==> src/rtl/candy_dispense_sequencer_if.sv <==
// Handshake bundle between the debounced coin/button inputs, the vending
// sequencer and the LED/7-segment display logic.
interface candy_dispense_sequencer_if;
   logic       coin_valid;
   logic [1:0] coin_value;
   logic       select;
   logic       cancel;
   logic [7:0] credit;
   logic       dispense;
   logic       blink;
   logic       change_valid;
   logic [7:0] change_amt;
   logic       coin_reject;
   logic [2:0] state;

   modport master (
      output coin_valid, coin_value, select, cancel,
      input  credit, dispense, blink, change_valid, change_amt, coin_reject, state
   );

   modport slave (
      input  coin_valid, coin_value, select, cancel,
      output credit, dispense, blink, change_valid, change_amt, coin_reject, state
   );
endinterface

==> src/rtl/candy_dispense_sequencer.sv <==
// Candy machine vending controller: coin credit accumulation, selection,
// and timed dispense/change/refund phases driven by a half-second tick enable.
//
// state    | meaning
// ---------+--------------------------------------------------------
// IDLE     | no credit, waiting for the first coin
// CREDIT   | accumulating coins, waiting for select/cancel/timeout
// DISPENSE | dispense motor on for DISPENSE_TICKS ticks, blink toggles
// CHANGE   | paying out remainder after a purchase
// REFUND   | returning all credit after cancel or timeout
module candy_dispense_sequencer #(
   parameter int TICK_DIV       = 50_000_000,
   parameter int PRICE          = 75,
   parameter int DISPENSE_TICKS = 4,
   parameter int CHANGE_TICKS   = 2,
   parameter int TIMEOUT_TICKS  = 20
) (
   input logic                          clk_100MHz,
   input logic                          reset,
   candy_dispense_sequencer_if.slave    bus
);

   typedef enum logic [2:0] {
      ST_IDLE     = 3'd0,
      ST_CREDIT   = 3'd1,
      ST_DISPENSE = 3'd2,
      ST_CHANGE   = 3'd3,
      ST_REFUND   = 3'd4
   } state_t;

   localparam int PRESC_W = $clog2(TICK_DIV);
   localparam int MAX_T1  = (DISPENSE_TICKS > CHANGE_TICKS) ? DISPENSE_TICKS : CHANGE_TICKS;
   localparam int MAX_T   = (MAX_T1 > TIMEOUT_TICKS) ? MAX_T1 : TIMEOUT_TICKS;
   localparam int TCW     = $clog2(MAX_T + 1);

   state_t             state_q, state_d;
   logic [PRESC_W-1:0] presc_q;
   logic [TCW-1:0]     tick_cnt_q;
   logic [7:0]         credit_q, credit_d;
   logic               blink_q, blink_d;
   logic               chg_valid_q, chg_valid_d;
   logic [7:0]         chg_amt_q, chg_amt_d;
   logic               reject_q, reject_d;
   logic               coin_taken;
   logic               clr_timer;
   logic               tick, pre_tick;
   logic [8:0]         coin_amt;
   logic [8:0]         sum;
   logic               coin_ok;

   assign tick     = (presc_q == PRESC_W'(TICK_DIV - 1));
   assign pre_tick = (presc_q == PRESC_W'(TICK_DIV - 2));

   always_comb begin
      coin_amt = 9'd0;
      case (bus.coin_value)
         2'b00:   coin_amt = 9'd5;
         2'b01:   coin_amt = 9'd10;
         2'b10:   coin_amt = 9'd25;
         default: coin_amt = 9'd0;
      endcase
   end

   assign sum     = {1'b0, credit_q} + coin_amt;
   assign coin_ok = bus.coin_valid && (bus.coin_value != 2'b11) && !sum[8];

   always_ff @(posedge clk_100MHz or posedge reset) begin
      if (reset) begin
         state_q     <= ST_IDLE;
         credit_q    <= '0;
         blink_q     <= 1'b0;
         chg_valid_q <= 1'b0;
         chg_amt_q   <= '0;
         reject_q    <= 1'b0;
      end else begin
         state_q     <= state_d;
         credit_q    <= credit_d;
         blink_q     <= blink_d;
         chg_valid_q <= chg_valid_d;
         chg_amt_q   <= chg_amt_d;
         reject_q    <= reject_d;
      end
   end

   always_comb begin
      state_d     = state_q;
      credit_d    = credit_q;
      blink_d     = 1'b0;
      chg_valid_d = 1'b0;
      chg_amt_d   = '0;
      reject_d    = 1'b0;
      coin_taken  = 1'b0;

      case (state_q)
         ST_IDLE: begin
            if (bus.cancel) begin
               reject_d = bus.coin_valid;
            end else if (bus.coin_valid) begin
               if (coin_ok) begin
                  credit_d   = sum[7:0];
                  state_d    = ST_CREDIT;
                  coin_taken = 1'b1;
               end else begin
                  reject_d = 1'b1;
               end
            end
         end
         ST_CREDIT: begin
            if (bus.cancel) begin
               reject_d = bus.coin_valid;
               state_d  = ST_REFUND;
            end else begin
               if (bus.coin_valid) begin
                  if (coin_ok) begin
                     credit_d   = sum[7:0];
                     coin_taken = 1'b1;
                  end else begin
                     reject_d = 1'b1;
                  end
               end else if (bus.select && (credit_q >= 8'(PRICE))) begin
                  credit_d = credit_q - 8'(PRICE);
                  state_d  = ST_DISPENSE;
               end
               // A rejected coin does not restart the timeout window.
               if (!coin_taken && (state_d == ST_CREDIT) && tick &&
                   (tick_cnt_q == TCW'(TIMEOUT_TICKS - 1)))
                  state_d = ST_REFUND;
            end
         end
         ST_DISPENSE: begin
            reject_d = bus.coin_valid;
            blink_d  = blink_q ^ tick;
            if (tick && (tick_cnt_q == TCW'(DISPENSE_TICKS - 1))) begin
               blink_d = 1'b0;
               state_d = (credit_q != 8'd0) ? ST_CHANGE : ST_IDLE;
            end
         end
         ST_CHANGE, ST_REFUND: begin
            reject_d = bus.coin_valid;
            // Strobe is registered one cycle early so it lands on the final tick cycle.
            if (pre_tick && (tick_cnt_q == TCW'(CHANGE_TICKS - 1))) begin
               chg_valid_d = 1'b1;
               chg_amt_d   = credit_q;
            end
            if (tick && (tick_cnt_q == TCW'(CHANGE_TICKS - 1))) begin
               credit_d = '0;
               state_d  = ST_IDLE;
            end
         end
         default: begin
            state_d  = ST_IDLE;
            credit_d = '0;
         end
      endcase
   end

   assign clr_timer = coin_taken || (state_d != state_q);

   always_ff @(posedge clk_100MHz or posedge reset) begin
      if (reset) begin
         presc_q    <= '0;
         tick_cnt_q <= '0;
      end else if (clr_timer) begin
         presc_q    <= '0;
         tick_cnt_q <= '0;
      end else if (tick) begin
         presc_q    <= '0;
         tick_cnt_q <= tick_cnt_q + 1'b1;
      end else begin
         presc_q    <= presc_q + 1'b1;
      end
   end

   assign bus.credit       = credit_q;
   assign bus.dispense     = (state_q == ST_DISPENSE);
   assign bus.blink        = blink_q;
   assign bus.change_valid = chg_valid_q;
   assign bus.change_amt   = chg_amt_q;
   assign bus.coin_reject  = reject_q;
   assign bus.state        = state_q;

endmodule

==> src/flat_wrapper.sv <==
// flat-port wrapper written by rule: the top's interface ports become plain ports
module candy_dispense_sequencer_flat 
#(
   parameter int TICK_DIV       = 50_000_000,
   parameter int PRICE          = 75,
   parameter int DISPENSE_TICKS = 4,
   parameter int CHANGE_TICKS   = 2,
   parameter int TIMEOUT_TICKS  = 20
)
  (clk_100MHz, reset, bus_coin_valid, bus_coin_value, bus_select, bus_cancel, bus_credit, bus_dispense, bus_blink, bus_change_valid, bus_change_amt, bus_coin_reject, bus_state);
  candy_dispense_sequencer_if bus_i ();
  input logic clk_100MHz;
  input logic reset;
  input wire logic [$bits(bus_i.coin_valid)-1:0] bus_coin_valid;
  input wire logic [$bits(bus_i.coin_value)-1:0] bus_coin_value;
  input wire logic [$bits(bus_i.select)-1:0] bus_select;
  input wire logic [$bits(bus_i.cancel)-1:0] bus_cancel;
  output wire logic [$bits(bus_i.credit)-1:0] bus_credit;
  output wire logic [$bits(bus_i.dispense)-1:0] bus_dispense;
  output wire logic [$bits(bus_i.blink)-1:0] bus_blink;
  output wire logic [$bits(bus_i.change_valid)-1:0] bus_change_valid;
  output wire logic [$bits(bus_i.change_amt)-1:0] bus_change_amt;
  output wire logic [$bits(bus_i.coin_reject)-1:0] bus_coin_reject;
  output wire logic [$bits(bus_i.state)-1:0] bus_state;
  assign bus_i.coin_valid = bus_coin_valid;
  assign bus_i.coin_value = bus_coin_value;
  assign bus_i.select = bus_select;
  assign bus_i.cancel = bus_cancel;
  assign bus_credit = bus_i.credit;
  assign bus_dispense = bus_i.dispense;
  assign bus_blink = bus_i.blink;
  assign bus_change_valid = bus_i.change_valid;
  assign bus_change_amt = bus_i.change_amt;
  assign bus_coin_reject = bus_i.coin_reject;
  assign bus_state = bus_i.state;
  candy_dispense_sequencer #(.TICK_DIV(TICK_DIV), .PRICE(PRICE), .DISPENSE_TICKS(DISPENSE_TICKS), .CHANGE_TICKS(CHANGE_TICKS), .TIMEOUT_TICKS(TIMEOUT_TICKS)) u_core (.clk_100MHz(clk_100MHz), .reset(reset), .bus(bus_i));
endmodule
==> config.mk <==
export PLATFORM = sky130hd
export DESIGN_NAME = candy_dispense_sequencer_flat
export DESIGN_NICKNAME = d
export VERILOG_FILES = /design/src/rtl/candy_dispense_sequencer_if.sv /design/src/rtl/candy_dispense_sequencer.sv /design/src/flat_wrapper.sv
export SDC_FILE = /design/constraint.sdc
export NUM_CORES = 1
export LEC_CHECK = 0
export BUFFER_PORTS_ARGS = -buffer_cell sky130_fd_sc_hd__buf_2
export CAP_MARGIN = 30
export CORE_MARGIN = 5
export CORE_UTILIZATION = 50
export CTS_CLUSTER_SIZE = 25
export DETAILED_ROUTE_END_ITERATION = 8
export GPL_ROUTABILITY_DRIVEN = 0
export PLACE_DENSITY = 0.74
export SYNTH_ARGS = -nofsm -noshare
export SYNTH_HDL_FRONTEND = slang
export SYNTH_SLANG_ARGS = --single-unit
==> constraint.sdc <==
create_clock -name clk_100MHz -period 3.6 [get_ports clk_100MHz]
set_input_delay 0.54 -clock clk_100MHz [delete_from_list [all_inputs] [get_ports clk_100MHz]]
set_output_delay 0.54 -clock clk_100MHz [all_outputs]
set_load 0.01 [all_outputs]
==> results by group, run 1 <==
STA
  – Final WS setup: 0.767 ns
  – Setup Skew: 0.00874 ns
  – RSZ-0062 raised after global routing: no
  – Crit path time final: 2.83 ns
  – Worst Max-Slew Pin Slew: 0.738 ns
  – Final worst path period share: 78.7%
  – Finish-stage setup viols: 0
  – Post-route setup TNS: 0 ns
  – Slew Limit Fails: 0
  – Final hold violation count: 0
  – Rel. slew slack: 50.4%
  – Hold Slack: 0.233 ns
  – Fmax: 353 MHz

Run
  – Max_cap viols: 0

Final layout
  – Final cell count without fillers: 473
  – Fillers: 601
  – Multi-input gate area: 0.00199 mm^2
  – Final nets: 415
  – Share of cells above drive strength 1: 17.3%
  – Antenna Cells: 0
  – Register area: 0.00133 mm^2
  – Layout Cell Area excl Fill: 0.00377 mm^2
  – Area growth syn-to-layout: 8.94%

Synthesis
  – Largest cells by area after synthesis: dfrtp_1 (38%), ha_1 (5.4%), xnor2_1 (4.8%)
  – Syn Area/Cell: 9.53 um^2
  – Dominant cell type by area after synthesis: dfrtp_1
  – Post-synth EDFFs: 0
  – Yosys cell types: 60
  – Yosys top cell area share: 38.4%
  – Most frequent cell after synthesis: dfrtp_1
  – Sequential area share after synthesis: 38.4%
  – Post-Syn Instances: 363
  – Synth top cells by count: dfrtp_1 (53), nor2_1 (35), nand2_1 (22)
  – Top_reg_cell synth: dfrtp_1
  – Post-synthesis async set-or-reset flop share: 100%
  – Synthesized cell area: 0.00346 mm^2
  – Yosys warns: 0
  – Synthesized Nets: 386
  – Synth Register Bits: 53

Die
  – Starting Density: 51.2%
  – Die Wd: 93.2 um
  – DIE HEIGHT: 93.2 um
  – IO Count: 30
  – # rows: 30
  – Die area: 0.00868 mm^2
  – Core ar.: 0.00676 mm^2

CTS
  – CTS hold repair buffers: 0
  – TritonCTS clock tree: yes
  – CTS sink count: 53
  – CTS Buf Count: 5
  – H-tree depth: 2
  – CTS clk-pin slew, worst paths: 0.09 ns
  – Max clock buf depth: 2
  – Clk_lat worst skew: 0.30 ns
  – Clk root buf: clkbuf_8
  – CTS resizes: 0
  – Postcts setup bufs: 0

Worst setup path
  – R2r worst-path depth: 10
  – R2R Path Start: u_core.bus.credit[0]
  – Critical path arrival: 3.01 ns
  – RR Endpoint: u_core.tick_cnt_q[2]
  – Element type at the critical path end: flop
  – Max FO, Critical Path: 31
  – Flop-to-flop setup slack: 0.77 ns
  – CP Data Required Time: 3.78 ns
  – Startpoint types: flop
  – Worst setup path category: flop to flop

Global route
  – First-pass GRT wire length: 13500 um
  – Gr ovfl total: 0
  – Total GRT Usage: 19.3%
  – Number of global-route vias before repair: 2728
  – Number of antenna violations at the first check in global routing: 0
  – Pin count of the biggest net entering global routing: 33

Placement
  – Dpl cells: 465
  – Area post-placement: 0.00368 mm^2
  – DP HPWL: 5820 um
  – IO buf count: 29
  – Pre-CTS setup slack: 0.543 ns

Power and ir drop
  – P_leak: 1.65 nW
  – Power density cells: 559 mW/mm^2
  – Peak VDD IR: 0.000344 V

Routing
  – DR vias/cell: 6.05
  – Vias: 2862
  – WL/cell: 16.8 um
  – DRT Pass-1 Iters: 5
  – ANT nets after route: 0
  – Total Routed Length: 7930 um
  – 1st-iter DRT viols: 150
  – Post-route DRC: 0

Hold path
  – Hold crit path type: input port to asynchronous set/reset pin

Outcome
  – Outcome: completed
==> stage by stage <==
step	utilization, %	power (mW)
finish	55.8	2.10
global route	55.8	2.26
CTS	55.8	2.10
detailed placement	54.5	1.77
global placement	54.2	1.76
floorplan	-	1.51
==> sequential cells by signal (all words and copies together), names as in the netlist <==
| name | flops |
|---|---|
| u_core.tick_cnt_q | 5 |
| u_core.bus.blink | 1 |
| u_core.bus.change_valid | 1 |
| u_core.bus.credit | 8 |
| u_core.bus.change_amt | 8 |
| u_core.presc_q | 26 |
| u_core.bus.coin_reject | 1 |
| u_core.bus.state | 3 |
==> how the worst max path moves through the flow <==
stage,start,end,cells after the start
after CTS,u_core.bus.credit[0],u_core.tick_cnt_q[2],10
after global placement,bus_coin_value[0],u_core.tick_cnt_q[2],11
final,u_core.bus.credit[0],u_core.tick_cnt_q[2],10
after floorplan,bus_coin_value[0],u_core.tick_cnt_q[0],10
after detailed placement,bus_coin_value[0],u_core.tick_cnt_q[2],11
after global routing,u_core.bus.credit[0],u_core.tick_cnt_q[1],10
==> worst max-delay path, cell delays in order (launching register included) <==
cell      delay (ns)
dfrtp_1         0.54
ha_1            0.26
inv_1           0.06
fa_1            0.41
nor2b_1         0.18
o31a_1          0.25
o31a_1          0.29
a41oi_1         0.23
o211ai_4        0.16
buf_12          0.23
a211oi_1        0.08
==> layer usage <==
layer / GRT usage (%) / vias to the layer above / wire (um)
met5: 0 / - / 0
met4: 5.49 / 0 / 128
met3: 2.98 / 14 / 378
met2: 31.3 / 95 / 3720
met1: 26.7 / 1377 / 3700
li1: - / 1376 / -
==> report_power, final <==
group / leakage [nW] / internal (mW) / switching, mW
clock: 0.0385 / 0.138 / 0.192
combinational: 0.889 / 0.378 / 0.565
sequential: 0.720 / 0.664 / 0.168
total: 1.65 / 1.18 / 0.925
==> logic make-up after synthesis <==
family	after synthesis	share of synthesized area, %
simple gates	157	27.5
compound gates	75	15.5
flops	53	38.4
xor+xnor	32	8.10
buf+inv	29	4.23
fa+ha+maj	16	6.01
mux	1	0.289
==> final cells by class <==
class,instances,share of cell area [%]
clock buffer,7,2.03
timing repair buffer,34,5.51
clock inverter,1,0.199
multi-input combinational,281,52.7
sequential,53,35.2
tap,80,2.66
inverter,17,1.69
==> placed cells by master (no fill, tap or decap), drive strengths merged, types with 2 or more instances in the layout <==
| cell | Yosys | final |
|---|---|---|
| dfrtp | 53 | 53 |
| nor2 | 38 | 38 |
| buf | 8 | 34 |
| nor3 | 26 | 26 |
| nand2 | 22 | 22 |
| xnor2 | 19 | 19 |
| inv | 17 | 17 |
| ha | 15 | 15 |
| a21oi | 14 | 14 |
| xor2 | 13 | 13 |
| nand3 | 12 | 12 |
| o21ai | 11 | 11 |
| and2 | 10 | 10 |
| nand4 | 9 | 9 |
| nor4 | 9 | 9 |
| and3 | 7 | 7 |
| clkbuf | 4 | 7 |
| and4 | 6 | 6 |
| a211oi | 5 | 5 |
| a21o | 5 | 5 |
| nor2b | 4 | 4 |
| o21a | 4 | 4 |
| nand2b | 4 | 4 |
| o31ai | 4 | 4 |
| o21bai | 4 | 4 |
| a31oi | 4 | 4 |
| o211ai | 4 | 4 |
| nor4b | 3 | 3 |
| o41ai | 3 | 3 |
| o31a | 2 | 2 |
| a22o | 2 | 2 |
| a41oi | 2 | 2 |
| o2bb2ai | 2 | 2 |
| nor3b | 2 | 2 |
Note: power is estimated with default switching activity, not from simulation.
==> inputs of run 2 (changes only) <==
==> constraint.sdc (replaced) <==
create_clock -name clk_100MHz -period 2.8 [get_ports clk_100MHz]
set_input_delay 0.42 -clock clk_100MHz [delete_from_list [all_inputs] [get_ports clk_100MHz]]
set_output_delay 0.42 -clock clk_100MHz [all_outputs]
set_load 0.01 [all_outputs]
==> run 2 against run 1 <==
  * Die area unchanged
  * Critical path type unchanged
  * Clock-buffer cell count did not move
  * Sequential cell count did not move
  * Largest power group unchanged
  * Critical endpoint is now u_core.tick_cnt_q[1]
  * Final cell count rose by 2.1%
  * Core utilization up 0.93 points
==> results by group, run 2 (same netlist as run 1, synthesis figures left out) <==
Die
  – # rows: 30 (unchanged)
  – DIE HEIGHT: 93.2 um (unchanged)
  – IO Count: 30 (unchanged)
  – Die area: 0.00868 mm^2 (unchanged)
  – Starting Density: 51.2% (unchanged)
  – Core ar.: 0.00676 mm^2 (unchanged)
  – Die Wd: 93.2 um (unchanged)

Hold path
  – Hold crit path type: input port to asynchronous set/reset pin

Global route
  – Gr ovfl total: 0 (unchanged)
  – Pin count of the biggest net entering global routing: 54 (+64%)
  – Number of global-route vias before repair: 2732 (+0.15%)
  – Total GRT Usage: 19.1% (-0.22 points)
  – Number of antenna violations at the first check in global routing: 0 (unchanged)
  – First-pass GRT wire length: 13400 um (-0.41%)

Worst setup path
  – CP Depth: 8 (-2)
  – Worst setup path end: u_core.tick_cnt_q[1]
  – R2R Path Start: u_core.bus.credit[1]
  – R2r worst-path depth: 8 (-2)
  – Max FO, Critical Path: 22 (-29%)
  – Critical path arrival: 2.76 ns (-0.25 ns)
  – CP bufs+invs: 1 (-1)
  – Element type at the critical path end: flop
  – RR Endpoint: u_core.tick_cnt_q[1]
  – Startpoint types: flop
  – Worst setup path category: flop to flop
  – CP Data Required Time: 3.00 ns (-0.78 ns)
  – Largest stage delay on the critical path: 0.46 ns (-0.08 ns)
  – CP cell instances: ha_1 > o211a_1 > o31ai_1 > nor3_1 > a311oi_1 > o211ai_4 > buf_12 > a211oi_1
  – Flop-to-flop setup slack: 0.24 ns (-0.52 ns)
  – Crit-path leading delay family: compound AO/OA/AOI/OAI gates
  – Slowest library cell on the worst path: dfrtp_1
  – Setup crit start: u_core.bus.credit[1]

Final layout
  – Fillers: 597 (-0.67%)
  – Final nets: 425 (+2.4%)
  – Area growth syn-to-layout: 10.7%
  – Share of cells above drive strength 1: 19.4% (+2.1 points)
  – Largest register FFs: 26 (unchanged)
  – Most flops, register: u_core.presc_q
  – Antenna Cells: 0 (unchanged)
  – Commonest non-fill, non-tap cell in the layout: dfrtp_1
  – Most frequent cells in the layout: dfrtp_1 (53), nor2_1 (35), buf_2 (29), nand2_1 (22), xnor2_1 (19)

STA
  – Worst Max-Slew Pin Slew: 0.677 ns (-0.0606 ns)
  – Rel. slew slack: 54.8% (+4.4 points)
  – Final WS setup: 0.243 ns (-0.524 ns)
  – Final worst path period share: 91.3% (+13 points)
  – Final hold violation count: 0 (unchanged)
  – Post-route setup TNS: 0 ns (unchanged)
  – Fmax: 391 MHz (+11%)
  – Setup Skew: 0.00748 ns (-0.00127 ns)
  – RSZ-0062 raised after global routing: no
  – Slew Limit Fails: 0 (unchanged)
  – Crit path time final: 2.56 ns (-0.276 ns)
  – Finish-stage setup viols: 0 (unchanged)

CTS
  – CTS hold repair buffers: 0 (unchanged)
  – TritonCTS clock tree: yes
  – CTS clk-pin slew, worst paths: 0.10 ns (about the same)
  – Postcts setup bufs: 0 (unchanged)
  – Max clock buf depth: 2 (unchanged)
  – Clk root buf: clkbuf_8
  – Clk_lat worst skew: 0.30 ns (about the same)
  – CTS resizes: 0 (unchanged)
  – H-tree depth: 2 (unchanged)
  – CTS Buf Count: 5 (unchanged)
  – CTS sink count: 53 (unchanged)

Routing
  – 1st-iter DRT viols: 236 (+57%)
  – Top sig layer: met4
  – WL/cell: 16.3 um (-2.6%)
  – Total Routed Length: 7880 um (-0.53%)
  – Met3 wire length: 440 um (+16%)
  – DR vias/cell: 5.95 (-1.6%)
  – Met1 wire length: 3800 um (+2.7%)
  – Vias: 2876 (+0.49%)
  – Met2 wire length: 3530 um (-5.1%)
  – ANT nets after route: 0 (unchanged)
  – DRT Pass-1 Iters: 5 (unchanged)
  – Post-route DRC: 0 (unchanged)

Placement
  – IO buf count: 29 (unchanged)
  – Pre-CTS setup slack: 0.0781 ns (-0.465 ns)
  – DP HPWL: 5780 um (-0.84%)

Power and ir drop
  – Peak VDD IR: 0.000391 V (+14%)
  – Power density cells: 719 mW/mm^2 (+29%)
  – P_leak: 1.69 nW (+2.8%)

Outcome
  – Outcome: completed

Run
  – Max_cap viols: 0 (unchanged)
## run 2: changes by cell type in the layout (fill, tap and decap cells not counted), sizes merged
| cell | before | now |
|---|---|---|
| buf | 34 | 44 |
## run 2: how the worst min path moves through the flow
| stage | to | start | cells past startpoint |
|---|---|---|---|
| floorplan | u_core.presc_q[0] | u_core.presc_q[0] | 1 |
| global placement | u_core.presc_q[0] | u_core.presc_q[0] | 1 |
| detailed placement | u_core.presc_q[0] | u_core.presc_q[0] | 1 |
| CTS | u_core.presc_q[8] | reset | 3 |
| global route | u_core.presc_q[22] | reset | 3 |
| finish | u_core.presc_q[22] | reset | 3 |
## run 2: report_power, final
| part | switching, mW | internal, mW | total [mW] |
|---|---|---|---|
| logic | 0.751 | 0.539 | 1.29 |
| clock network | 0.250 | 0.178 | 0.428 |
| registers | 0.181 | 0.854 | 1.03 |
## run 2: area by class of cell
type,count,area [um^2],area share (%)
Clock buffer,7,76.3,1.99
Inverter,17,63.8,1.67
Tap cell,80,100,2.61
Timing Repair Buffer,44,270,7.06
Sequential cell,53,1330,34.6
Clock inverter,1,7.51,0.196
Multi-Input combinational cell,281,1990,51.8
## run 2: layer usage
metal | vias up | GRT usage [%]
met5 | - | 0
met4 | 0 | 4.52
met3 | 11 | 3.22
met2 | 101 | 30.2
met1 | 1370 | 27.2
li1 | 1394 | -
## run 2: worst min-delay path, cell delays in order
cell and delay (ns):
buf_2 0.10, inv_2 0.03, buf_4 0.52
## run 2: through the flow
stage | std cells | hold slack (ns) | power, mW | instance area (um^2) | util, %
after global routing | 483 | 0.354 | 2.94 | 3830 | 56.7
after global placement | 475 | 0.538 | 2.31 | 3750 | 55.4
after floorplan | 363 | 0.496 | 1.94 | 3460 | -
final | 483 | 0.278 | 2.75 | 3830 | 56.7
after CTS | 483 | 0.315 | 2.75 | 3830 | 56.7
after detailed placement | 475 | 0.531 | 2.32 | 3750 | 55.4
==> inputs of run 3 (changes only) <==
--- a/config.mk
+++ b/config.mk
@@ -5,14 +5,16 @@
 export SDC_FILE = /design/constraint.sdc
 export NUM_CORES = 1
 export LEC_CHECK = 0
+export ABC_AREA = 1
 export BUFFER_PORTS_ARGS = -buffer_cell sky130_fd_sc_hd__buf_2
 export CAP_MARGIN = 30
+export CORE_ASPECT_RATIO = 1.4
 export CORE_MARGIN = 5
 export CORE_UTILIZATION = 50
 export CTS_CLUSTER_SIZE = 25
 export DETAILED_ROUTE_END_ITERATION = 8
 export GPL_ROUTABILITY_DRIVEN = 0
-export PLACE_DENSITY = 0.74
+export PLACE_DENSITY = 0.73
 export SYNTH_ARGS = -nofsm -noshare
 export SYNTH_HDL_FRONTEND = slang
 export SYNTH_SLANG_ARGS = --single-unit
==> run 3 against run 2 <==
  * Worst hold slack worse by 0.11 ns
  * Sequential cell count unchanged
  * Cell area is 11% higher
  * Combinational power about the same
  * Highest routed layer unchanged
==> results by group, run 3 <==
CTS
  – Clk_lat worst skew: 0.31 ns (about the same)
  – Max clock buf depth: 2 (unchanged)
  – CTS hold repair buffers: 0 (unchanged)
  – CTS sink count: 53 (unchanged)
  – TritonCTS clock tree: yes
  – Postcts setup bufs: 0 (unchanged)
  – CTS resizes: 0 (unchanged)
  – CTS Buf Count: 5 (unchanged)
  – Clk root buf: clkbuf_8
  – H-tree depth: 2 (unchanged)
  – CTS clk-pin slew, worst paths: 0.10 ns (about the same)

STA
  – Final hold violation count: 0 (unchanged)
  – RSZ-0062 raised after global routing: no
  – Final worst path period share: 89.9% (-1.4 points)
  – Worst Max-Slew Pin Slew: 0.626 ns (-0.0517 ns)
  – Post-route setup TNS: 0 ns (unchanged)
  – Slew Limit Fails: 0 (unchanged)
  – Finish-stage setup viols: 0 (unchanged)
  – Setup Skew: 0.0100 ns (+0.00257 ns)
  – Fmax: 397 MHz (+1.6%)
  – Final WS setup: 0.283 ns (+0.0397 ns)
  – Crit path time final: 2.52 ns (-0.0397 ns)
  – Rel. slew slack: 58.2% (+3.4 points)

Routing
  – WL/cell: 14.0 um (-14%)
  – Total Routed Length: 8610 um (+9.2%)
  – Vias: 3236 (+13%)
  – Post-route DRC: 0 (unchanged)
  – DR vias/cell: 5.24 (-12%)
  – 1st-iter DRT viols: 152 (-36%)
  – DRT Pass-1 Iters: 5 (unchanged)
  – ANT nets after route: 0 (unchanged)

Synthesis
  – Syn Area/Cell: 7.95 um^2 (-17%)
  – Most frequent cell after synthesis: nand2_1
  – Synth Register Bits: 53 (unchanged)
  – XOR/XNOR Fraction of Synth Area: 5.27% (-2.8 points)
  – Top_reg_cell synth: dfrtp_1
  – Post-synth EDFFs: 0 (unchanged)
  – Yosys warns: 0 (unchanged)
  – Synthesized Nets: 504 (+31%)
  – Mux cell area share after synthesis: 0% (-0.29 points)
  – Complex-gate fraction of the synthesized area: 6.48% (-9.0 points)
  – Largest cells by area after synthesis: dfrtp_1 (35%), nor2_4 (9.7%), nand2_1 (8.9%)
  – Synth top cells by count: nand2_1 (91), inv_1 (60), dfrtp_1 (53)
  – Yosys cell types: 37 (-38%)
  – Post-Syn Instances: 481 (+33%)
  – Sequential area share after synthesis: 34.7% (-3.7 points)
  – Yosys top cell area share: 34.7% (-3.7 points)
  – Largest family of logic cells by synthesized area: simple AND/OR/NAND/NOR gates
  – Synthesized cell area: 0.00382 mm^2 (+11%)
  – Post-Synth Simple-Gate Area: 39.2% (+12 points)
  – Post-synthesis async set-or-reset flop share: 100% (unchanged)
  – Dominant cell type by area after synthesis: dfrtp_1
  – Adder-cell share of the synthesized area: 5.43% (-0.57 points)

Final layout
  – Area growth syn-to-layout: 10.9%
  – Post-layout util: 57.2% (+0.56 points)
  – Most flops, register: u_core.presc_q
  – Most frequent cells in the layout: nand2_1 (91), inv_1 (59), dfrtp_1 (53), nor2_1 (52), nor2_4 (33)
  – Fillers: 694 (+16%)
  – Largest register FFs: 26 (unchanged)
  – Share of cells above drive strength 1: 21.7% (+2.4 points)
  – Register area: 0.00133 mm^2 (unchanged)
  – Final nets: 542 (+28%)
  – Commonest non-fill, non-tap cell in the layout: nand2_1
  – Antenna Cells: 0 (unchanged)
  – Multi-input gate area: 0.00216 mm^2 (+8.6%)

Worst setup path
  – Max FO, Critical Path: 8 (-64%)
  – Element type at the critical path end: flop
  – CP Data Required Time: 3.00 ns (about the same)
  – Startpoint types: flop
  – Worst setup path category: flop to flop
  – Critical path arrival: 2.72 ns (-0.04 ns)

Placement
  – IO buf count: 29 (unchanged)
  – Pre-CTS setup slack: 0.00837 ns (-0.0697 ns)
  – DP HPWL: 6810 um (+18%)

Die
  – # rows: 37 (+23%)
  – DIE HEIGHT: 113 um (+22%)
  – Die Wd: 83.9 um (-10%)
  – IO Count: 30 (unchanged)
  – Die area: 0.00952 mm^2 (+9.7%)
  – Starting Density: 51.6% (+0.42 points)
  – Core ar.: 0.00741 mm^2 (+9.6%)

Global route
  – Pin count of the biggest net entering global routing: 28 (-48%)
  – Number of global-route vias before repair: 3382 (+24%)
  – Total GRT Usage: 19.7% (+0.64 points)
  – Gr ovfl total: 0 (unchanged)
  – Number of antenna violations at the first check in global routing: 0 (unchanged)
  – First-pass GRT wire length: 15300 um (+14%)

Power and ir drop
  – Power density cells: 683 mW/mm^2 (-5.0%)
  – Peak VDD IR: 0.000531 V (+36%)
  – Power Total: 2.89 mW (+5.2%)
  – P_leak: 1.96 nW (+16%)

Hold path
  – Hold crit path type: input port to asynchronous set/reset pin

Outcome
  – Outcome: completed

Run
  – Max_cap viols: 0 (unchanged)
[run 3: cell count changes in the layout (fill, tap and decap cells not counted), sizes merged, moves of 6 or more]
| cell | before | now |
|---|---|---|
| nand2 | 22 | 100 |
| nor2 | 38 | 89 |
| inv | 17 | 63 |
| nand3 | 12 | 36 |
| o21ai | 11 | 27 |
| and2 | 10 | 1 |
| nor3 | 26 | 17 |
| xnor2 | 19 | 11 |
| and4 | 6 | 0 |
| nor4 | 9 | 3 |
| or2 | 0 | 6 |
[run 3: path summary, 6_finish.rpt]
kind                                       from                        to  slack (ns)  depth (start not counted)
setup / recovery           u_core.bus.credit[0]      u_core.bus.credit[1]        0.28                         14
hold / removal                            reset  u_core.bus.change_amt[0]        0.17                          2
setup reg to reg           u_core.bus.credit[0]      u_core.bus.credit[1]        0.28                         14
hold reg to reg                u_core.bus.blink          u_core.bus.blink        0.55                          2
max in group asynchronous                 reset        u_core.presc_q[16]        1.97                          3
min in group clk_100MHz              bus_cancel       u_core.bus.state[0]        0.47                          4
[run 3: critical path: stages (launching register included)]
cell and delay [ns]:
dfrtp_1 0.39, ha_1 0.20, inv_1 0.06, fa_1 0.39, nand3b_1 0.17, nand2_1 0.13
nand2_1 0.06, nand3_1 0.15, buf_4 0.19, inv_1 0.10, o21ai_0 0.22, a21o_1 0.14
o21ai_0 0.07, nand2_1 0.06, o21ai_0 0.07
[run 3: through the flow]
stage,hold slack [ns],instance area [um^2],std cells
after floorplan,0.560,3820,481
after global placement,0.528,4110,609
after detailed placement,0.535,4110,609
after CTS,0.181,4240,617
after global routing,0.213,4240,617
final,0.172,4240,617
[run 3: layout make-up]
type / count / share of cell area [%]
Tap cell: 97 / 2.86
Inverter: 63 / 5.58
Multi-Input combinational cell: 356 / 50.9
Timing Repair Buffer: 40 / 6.26
Clock buffer: 5 / 1.62
Clock inverter: 3 / 1.53
Sequential cell: 53 / 31.3
[run 3: power breakdown]
group          switching (mW)  internal, mW  total [mW]
clock                   0.264         0.355       0.619
sequential              0.130         0.842       0.972
combinational           0.829         0.474        1.30
total                    1.22          1.67        2.89
[run 3: cell families (layout without fill, tap and decap cells)]
logic type / after synthesis / count (layout)
AOI/OAI and AO/OA: 46 / 46
xor gates and xnor gates: 23 / 23
adders and majority gates: 16 / 16
and+or+nand+nor: 271 / 271
buffers and inverters: 72 / 111
DFF: 53 / 53
[run 3: layer usage]
| metal | wire, um | global-route usage, % | up-vias |
|---|---|---|---|
| met5 | 0 | 0 | - |
| met1 | 3380 | 21.0 | 1531 |
| li1 | - | - | 1617 |
| met4 | 278 | 8.69 | 0 |
| met3 | 262 | 3.03 | 21 |
| met2 | 4690 | 37.9 | 67 |
